### config.mk
export PLATFORM = sky130hd
export DESIGN_NAME = e203_exu_ordwbck
export DESIGN_NICKNAME = d
export VERILOG_FILES = /design/src/rtl/e203_exu_ordwbck_agemx.sv /design/src/rtl/e203_exu_ordwbck.sv
export SDC_FILE = /design/constraint.sdc
export NUM_CORES = 1
export LEC_CHECK = 0
export ABC_AREA = 1
export CORE_MARGIN = 4
export CORE_UTILIZATION = 55
export DETAILED_ROUTE_END_ITERATION = 8
export PLACE_DENSITY_LB_ADDON = 0.1
export SLEW_MARGIN = 5
export SYNTH_ARGS = -nofsm -noshare
export SYNTH_HDL_FRONTEND = slang
export SYNTH_SLANG_ARGS = --single-unit
### constraint.sdc
create_clock -name clk -period 9 [get_ports clk]
set_input_delay 1.8 -clock clk [delete_from_list [all_inputs] [get_ports clk]]
set_output_delay 1.8 -clock clk [all_outputs]
set_load 0.01 [all_outputs]
### src/rtl/e203_exu_ordwbck_agemx.sv
// ---------------------------------------------------------------------------
// e203_exu_ordwbck_agemx
// Age matrix for the write-back buffer. It records relative age between
// occupied entries and picks the oldest entry of a request vector.
//   age bit (i,j) set  => entry i is older than entry j.
// Ports:
//   clk, rst_n  : clock, asynchronous active-low reset
//   vld         : current (registered) entry valid vector
//   alloc_oh    : one-hot entry being allocated this cycle (or zero)
//   free_oh     : one-hot entry being released this cycle (or zero)
//   req         : request vector to pick the oldest from
//   oldest      : one-hot oldest requesting entry (zero if req is zero)
// ---------------------------------------------------------------------------
module e203_exu_ordwbck_agemx #(
    parameter int DEPTH = 4
) (
    input  logic             clk,
    input  logic             rst_n,
    input  logic [DEPTH-1:0] vld,
    input  logic [DEPTH-1:0] alloc_oh,
    input  logic [DEPTH-1:0] free_oh,
    input  logic [DEPTH-1:0] req,
    output logic [DEPTH-1:0] oldest
);

    // Flattened matrix: bit (i*DEPTH + j) holds age(i,j).
    logic [DEPTH*DEPTH-1:0] age_reg;

    always_ff @(posedge clk or negedge rst_n) begin
        if (!rst_n) begin
            age_reg <= '0;
        end else begin
            for (int i = 0; i < DEPTH; i++) begin
                for (int j = 0; j < DEPTH; j++) begin
                    // Free wins: a released entry's row and column are wiped,
                    // even if another entry is allocated in the same cycle.
                    if (free_oh[i] || free_oh[j]) begin
                        age_reg[i*DEPTH+j] <= 1'b0;
                    end else if (alloc_oh[j]) begin
                        // Every entry already resident is older than the new one.
                        age_reg[i*DEPTH+j] <= vld[i] && (i != j);
                    end else if (alloc_oh[i]) begin
                        // New entry is older than nobody.
                        age_reg[i*DEPTH+j] <= 1'b0;
                    end
                end
            end
        end
    end

    // Entry gi is oldest if no other requester is older than it.
    generate
        for (genvar gi = 0; gi < DEPTH; gi++) begin : g_pick
            logic [DEPTH-1:0] older_col;
            always_comb begin
                older_col = '0;
                for (int j = 0; j < DEPTH; j++) begin
                    older_col[j] = age_reg[j*DEPTH+gi];
                end
            end
            assign oldest[gi] = req[gi] & ~(|(req & older_col));
        end
    endgenerate

endmodule

### src/rtl/e203_exu_ordwbck.sv
// ---------------------------------------------------------------------------
// e203_exu_ordwbck
// Buffered in-order write-back arbiter. Results from CH_NUM execution
// channels are accepted one per cycle (round-robin), held in a DEPTH-entry
// buffer and drained onto one regfile write-back port. Long-pipe results
// leave only when their itag matches the OITF head (and retire it); short
// results leave oldest-first.
// Ports:
//   clk, rst_n                      : clock, asynchronous active-low reset
//   in_valid/in_ready               : per-channel result handshake
//   in_wdat/in_rdidx/in_itag        : per-channel packed result fields
//   in_longp/in_rdwen               : per-channel long-pipe / write-enable flags
//   oitf_empty/oitf_ret_ptr         : OITF state (head itag)
//   oitf_ret_ena                    : retire OITF head this cycle
//   wbck_o_*                        : regfile write-back port
//   buf_cnt/buf_empty               : buffer occupancy
// ---------------------------------------------------------------------------
// Width macros normally come from e203_defines.v; defaults allow standalone use.
`ifndef E203_XLEN
`define E203_XLEN 32
`endif
`ifndef E203_RFIDX_WIDTH
`define E203_RFIDX_WIDTH 5
`endif
`ifndef E203_ITAG_WIDTH
`define E203_ITAG_WIDTH 2
`endif

module e203_exu_ordwbck #(
    parameter int CH_NUM  = 2,
    parameter int DEPTH   = 4,
    parameter int XLEN    = `E203_XLEN,
    parameter int RFIDX_W = `E203_RFIDX_WIDTH,
    parameter int ITAG_W  = `E203_ITAG_WIDTH,
    parameter int CNT_W   = $clog2(DEPTH) + 1
) (
    input  logic                        clk,
    input  logic                        rst_n,
    input  logic [CH_NUM-1:0]           in_valid,
    output logic [CH_NUM-1:0]           in_ready,
    input  logic [CH_NUM*XLEN-1:0]      in_wdat,
    input  logic [CH_NUM*RFIDX_W-1:0]   in_rdidx,
    input  logic [CH_NUM*ITAG_W-1:0]    in_itag,
    input  logic [CH_NUM-1:0]           in_longp,
    input  logic [CH_NUM-1:0]           in_rdwen,
    input  logic                        oitf_empty,
    input  logic [ITAG_W-1:0]           oitf_ret_ptr,
    output logic                        oitf_ret_ena,
    output logic                        wbck_o_valid,
    input  logic                        wbck_o_ready,
    output logic [XLEN-1:0]             wbck_o_wdat,
    output logic [RFIDX_W-1:0]          wbck_o_rdidx,
    output logic                        wbck_o_rdwen,
    output logic [CNT_W-1:0]            buf_cnt,
    output logic                        buf_empty
);

    localparam int CH_W  = (CH_NUM > 1) ? $clog2(CH_NUM) : 1;
    localparam int IDX_W = $clog2(DEPTH);

    // Entry storage: valid bits are reset, payload is don't-care until valid.
    logic [DEPTH-1:0]   vld_reg;
    logic [DEPTH-1:0]   longp_reg;
    logic [DEPTH-1:0]   rdwen_reg;
    logic [XLEN-1:0]    wdat_reg  [DEPTH];
    logic [RFIDX_W-1:0] rdidx_reg [DEPTH];
    logic [ITAG_W-1:0]  itag_reg  [DEPTH];

    logic [CNT_W-1:0]   cnt_reg;
    logic [CH_W-1:0]    rr_ptr_reg;
    logic               lock_reg;
    logic [IDX_W-1:0]   lock_idx_reg;

    // ---------------- intake arbitration ----------------
    logic [CH_NUM-1:0]  grant;
    logic [CH_W-1:0]    gidx;
    logic               found;
    logic               drop;
    logic               full;
    logic               accept;
    logic               alloc;

    always_comb begin
        int c;
        grant = '0;
        gidx  = '0;
        found = 1'b0;
        c     = 0;
        for (int k = 0; k < CH_NUM; k++) begin
            c = int'(rr_ptr_reg) + k;
            if (c >= CH_NUM) c = c - CH_NUM;
            if (!found && in_valid[c]) begin
                found    = 1'b1;
                grant[c] = 1'b1;
                gidx     = CH_W'(c);
            end
        end
    end

    // Fullness looks only at the registered count, so a release in the
    // current cycle never opens the input port combinationally.
    assign full   = (cnt_reg == CNT_W'(DEPTH));
    // Short results that write nothing are consumed without taking an entry.
    assign drop   = found & ~in_longp[gidx] & ~in_rdwen[gidx];
    assign in_ready = grant & {CH_NUM{drop | ~full}};
    assign accept = found & (drop | ~full);
    assign alloc  = accept & ~drop;

    // Lowest-index free entry (based on registered valid bits, so an entry
    // released this cycle is not reused until the next one).
    logic [DEPTH-1:0] alloc_oh;
    logic [IDX_W-1:0] alloc_idx;
    always_comb begin
        alloc_oh  = '0;
        alloc_idx = '0;
        for (int i = DEPTH - 1; i >= 0; i--) begin
            if (!vld_reg[i]) begin
                alloc_oh  = '0;
                alloc_oh[i] = alloc;
                alloc_idx = IDX_W'(i);
            end
        end
    end

    // ---------------- eligibility and selection ----------------
    logic [DEPTH-1:0] elig;
    logic [DEPTH-1:0] short_oldest;
    logic [DEPTH-1:0] free_oh;
    logic             pick_any;
    logic [IDX_W-1:0] pick_idx;
    logic             sel_vld;
    logic [IDX_W-1:0] sel_idx;
    logic             rel;

    generate
        for (genvar gi = 0; gi < DEPTH; gi++) begin : g_elig
            assign elig[gi] = vld_reg[gi] &
                (~longp_reg[gi] | (~oitf_empty & (itag_reg[gi] == oitf_ret_ptr)));
        end
    endgenerate

    e203_exu_ordwbck_agemx #(
        .DEPTH (DEPTH)
    ) u_agemx (
        .clk      (clk),
        .rst_n    (rst_n),
        .vld      (vld_reg),
        .alloc_oh (alloc_oh),
        .free_oh  (free_oh),
        .req      (elig & ~longp_reg),
        .oldest   (short_oldest)
    );

    // An eligible long-pipe entry (at most one can match the OITF head)
    // takes priority over any short entry.
    always_comb begin
        logic long_hit;
        long_hit = 1'b0;
        pick_any = 1'b0;
        pick_idx = '0;
        for (int i = DEPTH - 1; i >= 0; i--) begin
            if (elig[i] && longp_reg[i]) begin
                long_hit = 1'b1;
                pick_idx = IDX_W'(i);
            end
        end
        if (long_hit) begin
            pick_any = 1'b1;
        end else begin
            for (int i = 0; i < DEPTH; i++) begin
                if (short_oldest[i]) begin
                    pick_any = 1'b1;
                    pick_idx = IDX_W'(i);
                end
            end
        end
    end

    // While a presented result is stalled, the choice is frozen so the
    // output cannot change under a pending request.
    assign sel_vld = lock_reg | pick_any;
    assign sel_idx = lock_reg ? lock_idx_reg : pick_idx;
    assign rel     = sel_vld & wbck_o_ready;

    always_comb begin
        free_oh = '0;
        free_oh[sel_idx] = rel;
    end

    assign wbck_o_valid = sel_vld;
    assign wbck_o_wdat  = sel_vld ? wdat_reg[sel_idx]  : '0;
    assign wbck_o_rdidx = sel_vld ? rdidx_reg[sel_idx] : '0;
    assign wbck_o_rdwen = sel_vld & rdwen_reg[sel_idx];
    assign oitf_ret_ena = rel & longp_reg[sel_idx];
    assign buf_cnt      = cnt_reg;
    assign buf_empty    = (cnt_reg == '0);

    // ---------------- state ----------------
    always_ff @(posedge clk or negedge rst_n) begin
        if (!rst_n) begin
            vld_reg      <= '0;
            cnt_reg      <= '0;
            rr_ptr_reg   <= '0;
            lock_reg     <= 1'b0;
            lock_idx_reg <= '0;
        end else begin
            vld_reg <= (vld_reg & ~free_oh) | alloc_oh;
            if (alloc && !rel) begin
                cnt_reg <= cnt_reg + CNT_W'(1);
            end else if (!alloc && rel) begin
                cnt_reg <= cnt_reg - CNT_W'(1);
            end
            if (accept) begin
                rr_ptr_reg <= (gidx == CH_W'(CH_NUM - 1)) ? '0 : gidx + CH_W'(1);
            end
            if (rel) begin
                lock_reg <= 1'b0;
            end else if (sel_vld) begin
                lock_reg     <= 1'b1;
                lock_idx_reg <= sel_idx;
            end
        end
    end

    always_ff @(posedge clk) begin
        if (alloc) begin
            wdat_reg[alloc_idx]  <= in_wdat[int'(gidx)*XLEN +: XLEN];
            rdidx_reg[alloc_idx] <= in_rdidx[int'(gidx)*RFIDX_W +: RFIDX_W];
            itag_reg[alloc_idx]  <= in_itag[int'(gidx)*ITAG_W +: ITAG_W];
            longp_reg[alloc_idx] <= in_longp[gidx];
            rdwen_reg[alloc_idx] <= in_rdwen[gidx];
        end
    end

endmodule
=== Word-level counts from Yosys, hierarchy flattened ===
Memory sizes are Yosys's and may differ from the RTL's.
Cells that the tools add are included.
Widths: inputs -> output; s select.

* Register bits after elaboration: 35
* Bits in latches: 0
* Bits in writable memories: 156
* Bits in read-only memories: 0
* Input port bits: 90
* Output and inout bits: 46
* Logic and storage cells: 235
* Memories kept: 3

{| class="wikitable"
|+ Memory list
! name !! words !! bits a word !! rd ports !! clocked after memory_dff !! wr ports !! line !! RTL
|-
| wdat_reg || 4 || 32 || 1 || 0 || 1 || e203_exu_ordwbck.sv:65 || <nowiki>logic [XLEN-1:0] wdat_reg [DEPTH];</nowiki>
|-
| rdidx_reg || 4 || 5 || 1 || 0 || 1 || e203_exu_ordwbck.sv:66 || <nowiki>logic [RFIDX_W-1:0] rdidx_reg [DEPTH];</nowiki>
|-
| itag_reg || 4 || 2 || 4 || 0 || 1 || e203_exu_ordwbck.sv:67 || <nowiki>logic [ITAG_W-1:0] itag_reg [DEPTH];</nowiki>
|}

* Add/subtract/negate cells: 6
* Multipliers: 1
* Div/mod/pow operators: 0
* Magnitude comparators: 11
* Eq/ne operators: 5
* Shift-type cells: 3
* Muxes and demuxes: 100
* Bitwise logic cells: 51
* Reductions and logical operators: 38

{| class="wikitable"
|+ Operators by type and width
! cell !! number
|-
| $mux 32 || 3
|-
| $mux 1 || 66
|-
| $ge 32x1->1 const B || 2
|-
| $lt 32x3->1 const B || 2
|-
| $shiftx 64x7->32 || 1
|-
| $mux 2 || 16
|-
| $and 4x4->4 || 7
|-
| $and 1x1->1 || 19
|-
| $reduce_bool 3->1 || 6
|-
| $mux 4 || 4
|-
| $reduce_or 4->1 || 4
|-
| $not 1->1 || 14
|-
| $reduce_bool 2->1 || 6
|-
| $logic_and 1x1->1 || 11
|-
| $shiftx 10x5->5 || 1
|-
| $bwmux 4 || 2
|-
| $eq 2x2->1 || 4
|-
| $not 4->4 || 2
|-
| $logic_or 1x1->1 || 6
|-
| $lt 2x3->1 const B || 2
|-
| $mux 3 || 2
|-
| $or 1x1->1 || 6
|-
| $mux 5 || 1
|-
| $bmux 1 s2 || 2
|-
| other kinds (21) || 26
|}

=== Depth between registers and ports, before layout ===
Gate-level depths: netlist (run 1).

* Depth in word-level cells: 24
* Gate-level depth with buffers: 16
* Depth with buffers taken out: 15

=== Modules after synthesis ===
Synthesis (run 1) repeated with hierarchy kept, for this count alone.

* Cells, all modules: 892
* Area, all modules: 8693.3 um^2

{| class="wikitable"
|+ By module, submodules not included
! module !! instances !! cells an instance !! area each (um^2) !! sequential area each (um^2)
|-
| e203_exu_ordwbck || 1 || 808 || 8092.8 || 5200.0
|-
| e203_exu_ordwbck_agemx || 1 || 84 || 600.6 || 300.3
|}

=== Worst setup path after synthesis (run 1) ===
OpenSTA, ideal clock, no wires.

* Kind: input to output
* Start point: input oitf_ret_ptr[0]
* End point: output wbck_o_wdat[15]
* Arrival: 3.172 ns
* Data required time: 7.200 ns
* Path slack: 4.028 ns
* Stages: 16
* Path buffers: 3
* Cell sequence: buf_4 -> inv_2 -> nand2_1 -> nand2_1 -> nand3_1 -> nand2_1 -> nor2_1 -> nand2_1 -> nand3_2 -> nand2_2 -> buf_6 -> buf_4 -> nand3_1 -> nand2_1 -> nor2_1 -> nor2_1

* Cells in the longest elaborated chain, start to end: 17
* Elaborated cells on any way between the ends: 59
* Classes of those cells: eq/ne (4); mux (20); bitwise (26); reduce/logical (8); memory (1)

{| class="wikitable"
|+ RTL lines
! item !! line !! RTL
|-
| from (decl) || e203_exu_ordwbck.sv:47 || <nowiki>input logic [ITAG_W-1:0] oitf_ret_ptr,</nowiki>
|-
| $eq 2x2->1 || e203_exu_ordwbck.sv:138 || <nowiki>(~longp_reg[gi] | (~oitf_empty & (itag_reg[gi] == oitf_ret_ptr)));</nowiki>
|-
| $and 1x1->1 || e203_exu_ordwbck.sv:138 ||
|-
| $or 1x1->1 || e203_exu_ordwbck.sv:138 ||
|-
| $and 1x1->1 || e203_exu_ordwbck.sv:137 || <nowiki>assign elig[gi] = vld_reg[gi] &</nowiki>
|-
| $and 4x4->4 or $logic_and 1x1->1 (tied branches) || e203_exu_ordwbck.sv:150, e203_exu_ordwbck.sv:162 ||
|-
| $and 4x4->4 or $mux 2 (tied branches) || e203_exu_ordwbck_agemx.sv:61, e203_exu_ordwbck.sv:162 ||
|-
| $reduce_or 4->1 or $mux 2 (tied branches) || e203_exu_ordwbck_agemx.sv:61, e203_exu_ordwbck.sv:162 ||
|-
| $not 1->1 or $mux 2 (tied branches) || e203_exu_ordwbck_agemx.sv:61, e203_exu_ordwbck.sv:162 ||
|-
| $and 1x1->1 or $mux 2 (tied branches) || e203_exu_ordwbck_agemx.sv:61, e203_exu_ordwbck.sv:162 ||
|-
| $mux 2 (4 in a row) || e203_exu_ordwbck.sv:171 || <nowiki>if (short_oldest[i]) begin</nowiki>
|-
| $mux 2 || e203_exu_ordwbck.sv:167 || <nowiki>if (long_hit) begin</nowiki>
|-
| $mux 2 || e203_exu_ordwbck.sv:182 || <nowiki>assign sel_idx = lock_reg ? lock_idx_reg : pick_idx;</nowiki>
|-
| $mem_v2 4x32 || -- ||
|-
| $mux 32 (*) || e203_exu_ordwbck.sv:191 || <nowiki>assign wbck_o_wdat = sel_vld ? wdat_reg[sel_idx] : '0;</nowiki>
|-
| to (decl) || e203_exu_ordwbck.sv:51 || <nowiki>output logic [XLEN-1:0] wbck_o_wdat,</nowiki>
|}

Mark *: on every way between the ends. The rest lies on a longest branch, timed or not.

=== Worst setup path after layout (run 1) ===
* Start point: input oitf_ret_ptr[0]
* End point: output wbck_o_rdidx[1]

* Cells in the longest elaborated chain, start to end: 17
* Elaborated cells on any way between the ends: 59
* Classes of those cells: eq/ne (4); mux (20); bitwise (26); reduce/logical (8); memory (1)

{| class="wikitable"
|+ RTL lines
! item !! line !! RTL
|-
| $eq 2x2->1 || e203_exu_ordwbck.sv:138 ||
|-
| $and 1x1->1 || e203_exu_ordwbck.sv:138 ||
|-
| $or 1x1->1 || e203_exu_ordwbck.sv:138 ||
|-
| $and 1x1->1 || e203_exu_ordwbck.sv:137 ||
|-
| $and 4x4->4 or $logic_and 1x1->1 (tied branches) || e203_exu_ordwbck.sv:150, e203_exu_ordwbck.sv:162 ||
|-
| $and 4x4->4 or $mux 2 (tied branches) || e203_exu_ordwbck_agemx.sv:61, e203_exu_ordwbck.sv:162 ||
|-
| $reduce_or 4->1 or $mux 2 (tied branches) || e203_exu_ordwbck_agemx.sv:61, e203_exu_ordwbck.sv:162 ||
|-
| $not 1->1 or $mux 2 (tied branches) || e203_exu_ordwbck_agemx.sv:61, e203_exu_ordwbck.sv:162 ||
|-
| $and 1x1->1 or $mux 2 (tied branches) || e203_exu_ordwbck_agemx.sv:61, e203_exu_ordwbck.sv:162 ||
|-
| $mux 2 (4 in a row) || e203_exu_ordwbck.sv:171 ||
|-
| $mux 2 || e203_exu_ordwbck.sv:167 ||
|-
| $mux 2 || e203_exu_ordwbck.sv:182 ||
|-
| $mem_v2 4x5 || -- ||
|-
| $mux 5 (*) || e203_exu_ordwbck.sv:192 || <nowiki>assign wbck_o_rdidx = sel_vld ? rdidx_reg[sel_idx] : '0;</nowiki>
|-
| to (decl) || e203_exu_ordwbck.sv:52 || <nowiki>output logic [RFIDX_W-1:0] wbck_o_rdidx,</nowiki>
|}

Marks and branches as above.

==> results of run 1 <==
==> tightest hold or removal path: stages, from the launching register on <==
cell and delay (ns):
dfrtp_1 0.35, nand2_1 0.05, o21ai_0 0.06
==> through the flow <==
step                      setup slack [ns]  instance area, um^2  total power, mW   util
final                                 1.94                10700             4.00  0.696
after floorplan                       4.03                 8710             2.54      -
after global placement                2.02                10100             3.26  0.659
after detailed placement              1.97                10100             3.29  0.659
after global routing                  1.62                10700             4.26  0.696
after CTS                             1.94                10700             4.02  0.696
==> per-layer routing <==
metal  vias up  GRT usage  share of wire
met5         -          0              0
met4         0     0.0789          0.016
met3        23     0.0518          0.066
met2       227      0.387           0.50
met1      3185      0.286           0.42
li1       3277          -              -
==> cell usage in the layout (no fill, tap or decap), types with 2 or more instances in the layout <==
| cell type | instances |
|---|---|
| a21oi_1 | 13 |
| a31oi_1 | 2 |
| buf_4 | 12 |
| bufinv_16 | 2 |
| clkbuf_16 | 17 |
| clkdlybuf4s50_1 | 135 |
| clkinv_1 | 6 |
| clkinv_4 | 2 |
| clkinvlp_4 | 3 |
| dfrtp_1 | 23 |
| edfxtp_1 | 164 |
| inv_1 | 37 |
| inv_2 | 7 |
| inv_6 | 3 |
| nand2_1 | 273 |
| nand2_2 | 2 |
| nand3_1 | 99 |
| nand3_2 | 2 |
| nand4_1 | 78 |
| nor2_1 | 104 |
| nor2_2 | 2 |
| nor2_4 | 2 |
| o21ai_0 | 7 |
| or2_2 | 2 |
| xnor2_1 | 3 |
==> logic make-up (layout without fill, tap and decap cells) <==
| kind of cell | count (synthesis) | count (layout) | synth area share |
|---|---|---|---|
| buffers and inverters | 105 | 225 | 0.0573 |
| DFF | 187 | 187 | 0.631 |
| adders and majority gates | 2 | 2 | 0.00373 |
| AOI/OAI and AO/OA | 28 | 28 | 0.0179 |
| xor gates and xnor gates | 4 | 4 | 0.00402 |
| and+or+nand+nor | 566 | 566 | 0.284 |
| muxes | 1 | 1 | 0.00129 |
==> area by class of cell <==
type | instances | area [um^2]
Clock inverter | 15 | 146
Timing Repair Buffer | 147 | 1440
Multi-Input combinational cell | 601 | 2740
Sequential cell | 187 | 5500
Tap cell | 211 | 264
Clock buffer | 17 | 425
Inverter | 46 | 173
Fill cell | 1184 | 4680
==> Yosys cell counts <==
cell,number
o221ai_1,1
nand2_1,274
clkinv_1,1
buf_4,8
ha_1,1
buf_6,6
dfrtp_1,23
a21oi_1,13
a22oi_1,1
o22ai_1,1
inv_2,4
clkbuf_1,20
o21a_1,1
edfxtp_1,164
nor3_1,1
nor2_2,3
buf_1,1
o21ai_1,1
or2_2,2
nand2_2,1
nand3_2,3
o21ai_2,1
o21ai_0,7
fa_1,1
xnor2_1,3
a31oi_1,2
nor2_1,105
nand4_1,78
xor2_1,1
nand3_1,99
mux2_2,1
inv_1,41
buf_2,24
==> report_power, final <==
| part | total (mW) | switching (mW) | leakage, nW | internal (mW) |
|---|---|---|---|---|
| combinational | 1.95 | 1.21 | 2.36 | 0.737 |
| sequential | 1.33 | 0.0945 | 1.80 | 1.23 |
| clock | 0.722 | 0.314 | 0.270 | 0.408 |
==> final timing paths <==
| check | slack (ns) | end | cells after the start |
|---|---|---|---|
| max | 1.94 | wbck_o_rdidx[1] | 15 |
| min | 0.50 | lock_idx_reg[1]$_DFFE_PN0P_ | 2 |
| max in group asynchronous | 6.41 | lock_idx_reg[0]$_DFFE_PN0P_ | 1 |
| max reg2reg | 5.55 | wdat_reg[3][2]$_DFFE_PP_ | 9 |
| min reg2reg | 0.50 | lock_idx_reg[1]$_DFFE_PN0P_ | 2 |
| min in group asynchronous | 1.96 | buf_cnt[1]$_DFFE_PN0P_ | 1 |
==> summary.md, run 1 <==
| Metric | Value |
|---|---|
| Post-synthesis register bit count | `about 190` |
| Max incr delay on CP | `0.84 ns` |
| DR iter-0 viols | `532` |
| DR DRC count | `0` |
| Cell Area, Synth | `approximately 0.0087 mm^2` |
| Die Width | `134 um` |
| Placed cells | `1,192` |
| Register area share after synthesis | `0.631` |
| Total grt overflow | `0` |
| Number of global-route vias before repair | `about 6,400` |
| Leading area contributor after synthesis | `edfxtp_1` |
| Synth Instances | `893` |
| Clock Sinks | `187` |
| Yosys top cell area share | `0.565` |
| DR vias/cell | `5.48` |
| Layout net count | `1,092` |
| TritonCTS clock tree | `done` |
| Hold WS | `0.496 ns` |
| Dpl hpwl | `12,300 um` |
| CP cell instances | `clkdlybuf4s50_1 -> nand2_1 -> nand2_1 -> nand3_1 -> nand2_1 -> nor2_1 -> nand2_1 -> nand3_4 -> nand2_2 -> buf_4 -> nand3_1 -> nand2_1 -> nor2_1 -> nor2_1 -> clkdlybuf4s50_1` |
| Final hold vios | `0` |
| Routed len/inst | `between 15 and 20 um` |
| Final std cells w/o fill | `1,224` |
| Largest net degree at the start of global routing | `between 70 and 80` |
| P&R area growth vs syn | `22.7%` |
| Drt pass-1 iters | `5` |
| Power Dens Cells | `~370 mW/mm^2` |
| ANT cells | `0` |
| Worst-Margin Slew | `1.16 ns` |
| FMAX | `approximately 140 MHz` |
| WL final | `20,400 um` |
| Hold buffers post-CTS | `0` |
| Syn_area_per_cell | `9.76 um^2` |
| Final setup vio count | `0` |
| Min Tclk post-route | `7.06 ns` |
| Top Ports | `~140` |
| Core area | `roughly 0.015 mm^2` |
| CTS clk-pin slew, worst paths | `0.07 ns` |
| Syn nets | `985` |
| Required time of the worst setup path | `roughly 7.2 ns` |
| Antenna Nets Post-Route | `0` |
| Port bufs | `~140` |
| Yosys warns | `0` |
| Longest Clk Path Bufs | `2` |
| Via count | `between 6,000 and 7,000` |
| Crit. End Element | `output port` |
| Fin crit share | `0.784` |
| Area contributors post-synth | `edfxtp_1 (57%), nand2_1 (12%), dfrtp_1 (6.6%)` |
| CTS root buf | `clkbuf_16` |
| HP Class | `flop to flop` |
| Crit path max-delay family | `simple AND/OR/NAND/NOR gates` |
| Max reg flops | `128` |
| Gpl congestion | `between 0.8 and 0.9` |
| Status | `finished, final reports clean` |
| Fraction of layout cells with a size suffix above 1 | `0.0592` |
| Setup crit start | `oitf_ret_ptr[0]` |
| Setup tns final | `0 ns` |
| Chip Height | `134 um` |
| Min-delay src | `lock_idx_reg[1]$_DFFE_PN0P_` |
| Most common cell on crit path | `nand2_1` |
| Die ar. | `roughly 0.018 mm^2` |
| Worst-case vdd ir drop | `0.306 mV` |
| Worst-path fanout max | `56` |
| Clk_lat worst skew | `0.42 ns` |
| CP startpoint kind | `input port` |
| Slew headroom | `0.223` |
| Yosys cell types | `33` |
| RR Startpoint | `rr_ptr_reg$_DFFE_PN0N_` |
| Std-Cell Rows | `45` |
| RSZ-0062 raised after global routing | `no` |
| Crit Path Category | `input port to output port` |
| Postcts setup bufs | `0` |
| Starting density of the core | `0.567` |
| Post-cts resize count | `0` |
| First-pass GRT wire length | `31,900 um` |
| Crit path DAT | `5.26 ns` |
| Max-slew violations | `0` |
| Worst Skew | `0.00677 ns` |
| Buf+Inv Stages, Crit Path | `3` |
| CTS H-tree depth | `4` |
| Max-cap violations | `0` |
| Critical path's slowest cell | `nand2_2` |
| Antenna violations before repair | `0` |
| Pleak | `4.44 nW` |
| All-Layer GR Usage | `0.227` |
| CTS buffer count | `17` |
No activity file was read; power rests on OpenSTA's default activity.
==> run 2: changes to the inputs <==
--- a/config.mk
+++ b/config.mk
@@ -7,7 +7,7 @@
 export LEC_CHECK = 0
 export ABC_AREA = 1
 export CORE_MARGIN = 4
-export CORE_UTILIZATION = 55
+export CORE_UTILIZATION = 49
 export DETAILED_ROUTE_END_ITERATION = 8
 export PLACE_DENSITY_LB_ADDON = 0.1
 export SLEW_MARGIN = 5
==> constraint.sdc (replaced) <==
create_clock -name clk -period 6 [get_ports clk]
set_input_delay 1.2 -clock clk [delete_from_list [all_inputs] [get_ports clk]]
set_output_delay 1.2 -clock clk [all_outputs]
set_load 0.01 [all_outputs]
==> summary.md, run 2 (synthesis results as in run 1) <==
| Metric | Value |
|---|---|
| Status | `finished, final reports clean` |
| Hold path depth | `2 (unchanged)` |
| RR Startpoint | `rr_ptr_reg$_DFFE_PN0N_` |
| CTS H-tree depth | `4 (unchanged)` |
| P_sw | `2.44 mW (+50%)` |
| Die Width | `141 um (+5.6%)` |
| First-pass GRT wire length | `32,800 um (+2.7%)` |
| Chip Height | `141 um (+5.6%)` |
| Dpl hpwl | `12,300 um (+0.59%)` |
| Core area | `0.0174 mm^2 (+13%)` |
| Max-slew violations | `0 (unchanged)` |
| Layout net count | `1,096 (+0.37%)` |
| ANT cells | `0 (unchanged)` |
| Slew headroom | `0.271 (+0.0480)` |
| Multi-input gate area | `0.00274 mm^2 (unchanged)` |
| Hold Path End | `lock_idx_reg[0]$_DFFE_PN0P_` |
| Final setup vio count | `0 (unchanged)` |
| Final hold vios | `0 (unchanged)` |
| Min Tclk post-route | `5.30 ns` |
| Via count | `6,623 (-1.3%)` |
| DR vias/cell | `5.34 (-2.7%)` |
| Switching share of power | `0.398 (-0.00773)` |
| Reg power frac | `0.324 (-0.008)` |
| Fin crit share | `0.884` |
| Worst Skew | `0.00647 ns (-0.000299 ns)` |
| Worst-Margin Slew | `1.09 ns (-0.0696 ns)` |
| Hold WS | `0.482 ns (-0.0140 ns)` |
| Fraction of layout cells with a size suffix above 1 | `0.0640 (+0.00475)` |
| Fillers | `1,428 (+21%)` |
| Worst R2R End | `wdat_reg[3][31]$_DFFE_PP_` |
| Starting density of the core | `0.502 (-0.0649)` |
| Port bufs | `135 (unchanged)` |
| Worst-case vdd ir drop | `0.439 mV (+44%)` |
| CTS root buf | `clkbuf_16` |
| All-Layer GR Usage | `0.208 (-0.0191)` |
| Top Ports | `136 (unchanged)` |
| Antenna Nets Post-Route | `0 (unchanged)` |
| Total grt overflow | `0 (unchanged)` |
| R2R cell count | `8 (-1)` |
| Clock power share | `0.180 (about the same)` |
| Int Pwr | `3.70 mW (+55%)` |
| Combinational Power Share | `0.495 (+0.008)` |
| Setup crit start | `oitf_ret_ptr[0]` |
| P&R area growth vs syn | `24.2%` |
| Area taken by flip-flops and latches | `0.00550 mm^2 (unchanged)` |
| DR DRC count | `0 (unchanged)` |
| TritonCTS clock tree | `done` |
| Routed len/inst | `16.4 um (-1.4%)` |
| Setup tns final | `0 ns (unchanged)` |
| Antenna violations before repair | `0 (unchanged)` |
| Flop-to-flop setup slack | `3.14 ns (-2.41 ns)` |
| Power Dens Cells | `567 mW/mm^2 (+52%)` |
| Min-delay src | `lock_idx_reg[0]$_DFFE_PN0P_` |
| Crit path DAT | `4.10 ns (-1.16 ns)` |
| Max-cap violations | `0 (unchanged)` |
| Pleak | `4.50 nW (+1.4%)` |
| CTS buffer count | `17 (unchanged)` |
| Postcts setup bufs | `0 (unchanged)` |
| CP startpoint kind | `input port` |
| Std-Cell Rows | `48 (+6.7%)` |
| WL final | `20,400 um (about the same)` |
| Longest Clk Path Bufs | `2 (unchanged)` |
| Hold buffers post-CTS | `0 (unchanged)` |
| Most common cell after layout, fill and taps aside | `nand2_1` |
| Drt pass-1 iters | `4 (-1)` |
| Crit Path Category | `input port to output port` |
| Worst-path fanout max | `33 (-41%)` |
| Largest net degree at the start of global routing | `79 (unchanged)` |
| Crit. End Element | `output port` |
| Most frequent cells in the layout | `nand2_1 (273), edfxtp_1 (164), clkdlybuf4s50_1 (135)` |
| Gpl congestion | `0.793 (-8.8%)` |
| FMAX | `189 MHz` |
| Required time of the worst setup path | `4.80 ns (-2.40 ns)` |
| CTS clk-pin slew, worst paths | `0.06 ns (about the same)` |
| Die ar. | `0.0200 mm^2 (+11%)` |
| Clock Sinks | `187 (unchanged)` |
| Clk_lat worst skew | `0.43 ns (about the same)` |
| Post-cts resize count | `0 (unchanged)` |
| HP Class | `flop to flop` |
| Number of global-route vias before repair | `6,373 (-0.047%)` |
| RSZ-0062 raised after global routing | `no` |
| DR iter-0 viols | `473 (-11%)` |
| Max reg flops | `128 (unchanged)` |
==> run 2: worst max-delay path by stage <==
stage and end:
6_report wbck_o_wdat[24], 5_1_grt wbck_o_wdat[24], 4_1_cts wbck_o_wdat[24], 3_5_place_dp wbck_o_wdat[24]
3_3_place_gp wbck_o_wdat[24], 2_1_floorplan itag_reg[0][0]$_DFFE_PP_
==> run 2: power groups by stage <==
stage	combinational, mW	clock (mW)	sequential, mW
finish	3.04	1.11	1.99
global route	3.36	1.18	2.02
CTS	3.08	1.12	1.99
detailed placement	3.05	0	2.01
global placement	3.04	0	2.01
floorplan	1.84	0	1.97
==> run 2: metrics by stage <==
step                power, mW   util  cell area [um^2]  worst slack (ns)  instances
finish                   6.13  0.624             10800             0.698       1241
floorplan                3.81      -              8710              1.96        893
detailed placement       5.07  0.590             10200             0.703       1210
global route             6.56  0.624             10800             0.453       1241
CTS                      6.18  0.624             10800             0.683       1241
global placement         5.04  0.590             10200             0.734       1210
==> run 2: metal layers <==
metal / routed length (um) / vias up / GRT usage / share of wire
met5: 0 / - / 0 / 0
met4: 239 / 0 / 0.0627 / 0.012
met3: 1050 / 19 / 0.0394 / 0.051
met2: 10100 / 205 / 0.347 / 0.50
met1: 8990 / 3117 / 0.278 / 0.44
li1: - / 3282 / - / -
==> run 2: cell type report <==
| class | instances | area share |
|---|---|---|
| sequential | 187 | 0.508 |
| inverter | 46 | 0.0160 |
| clock inverter | 13 | 0.0140 |
| timing repair buffer | 151 | 0.143 |
| tap | 225 | 0.0260 |
| multi-input combinational | 601 | 0.253 |
| clock buffer | 18 | 0.0396 |
==> run 2: worst max-delay path: stages <==
cell and delay [ns]:
clkdlybuf4s50_1 0.60, nand2_1 0.09, nand2_1 0.08, nand3_1 0.09, nand2_1 0.10, nand2_1 0.05
nand2_1 0.12, inv_1 0.06, nand2_2 0.43, buf_12 0.27, nand4_1 0.10, nand2_1 0.09
nor2_1 0.04, nor2_1 0.17, clkdlybuf4s50_1 0.58
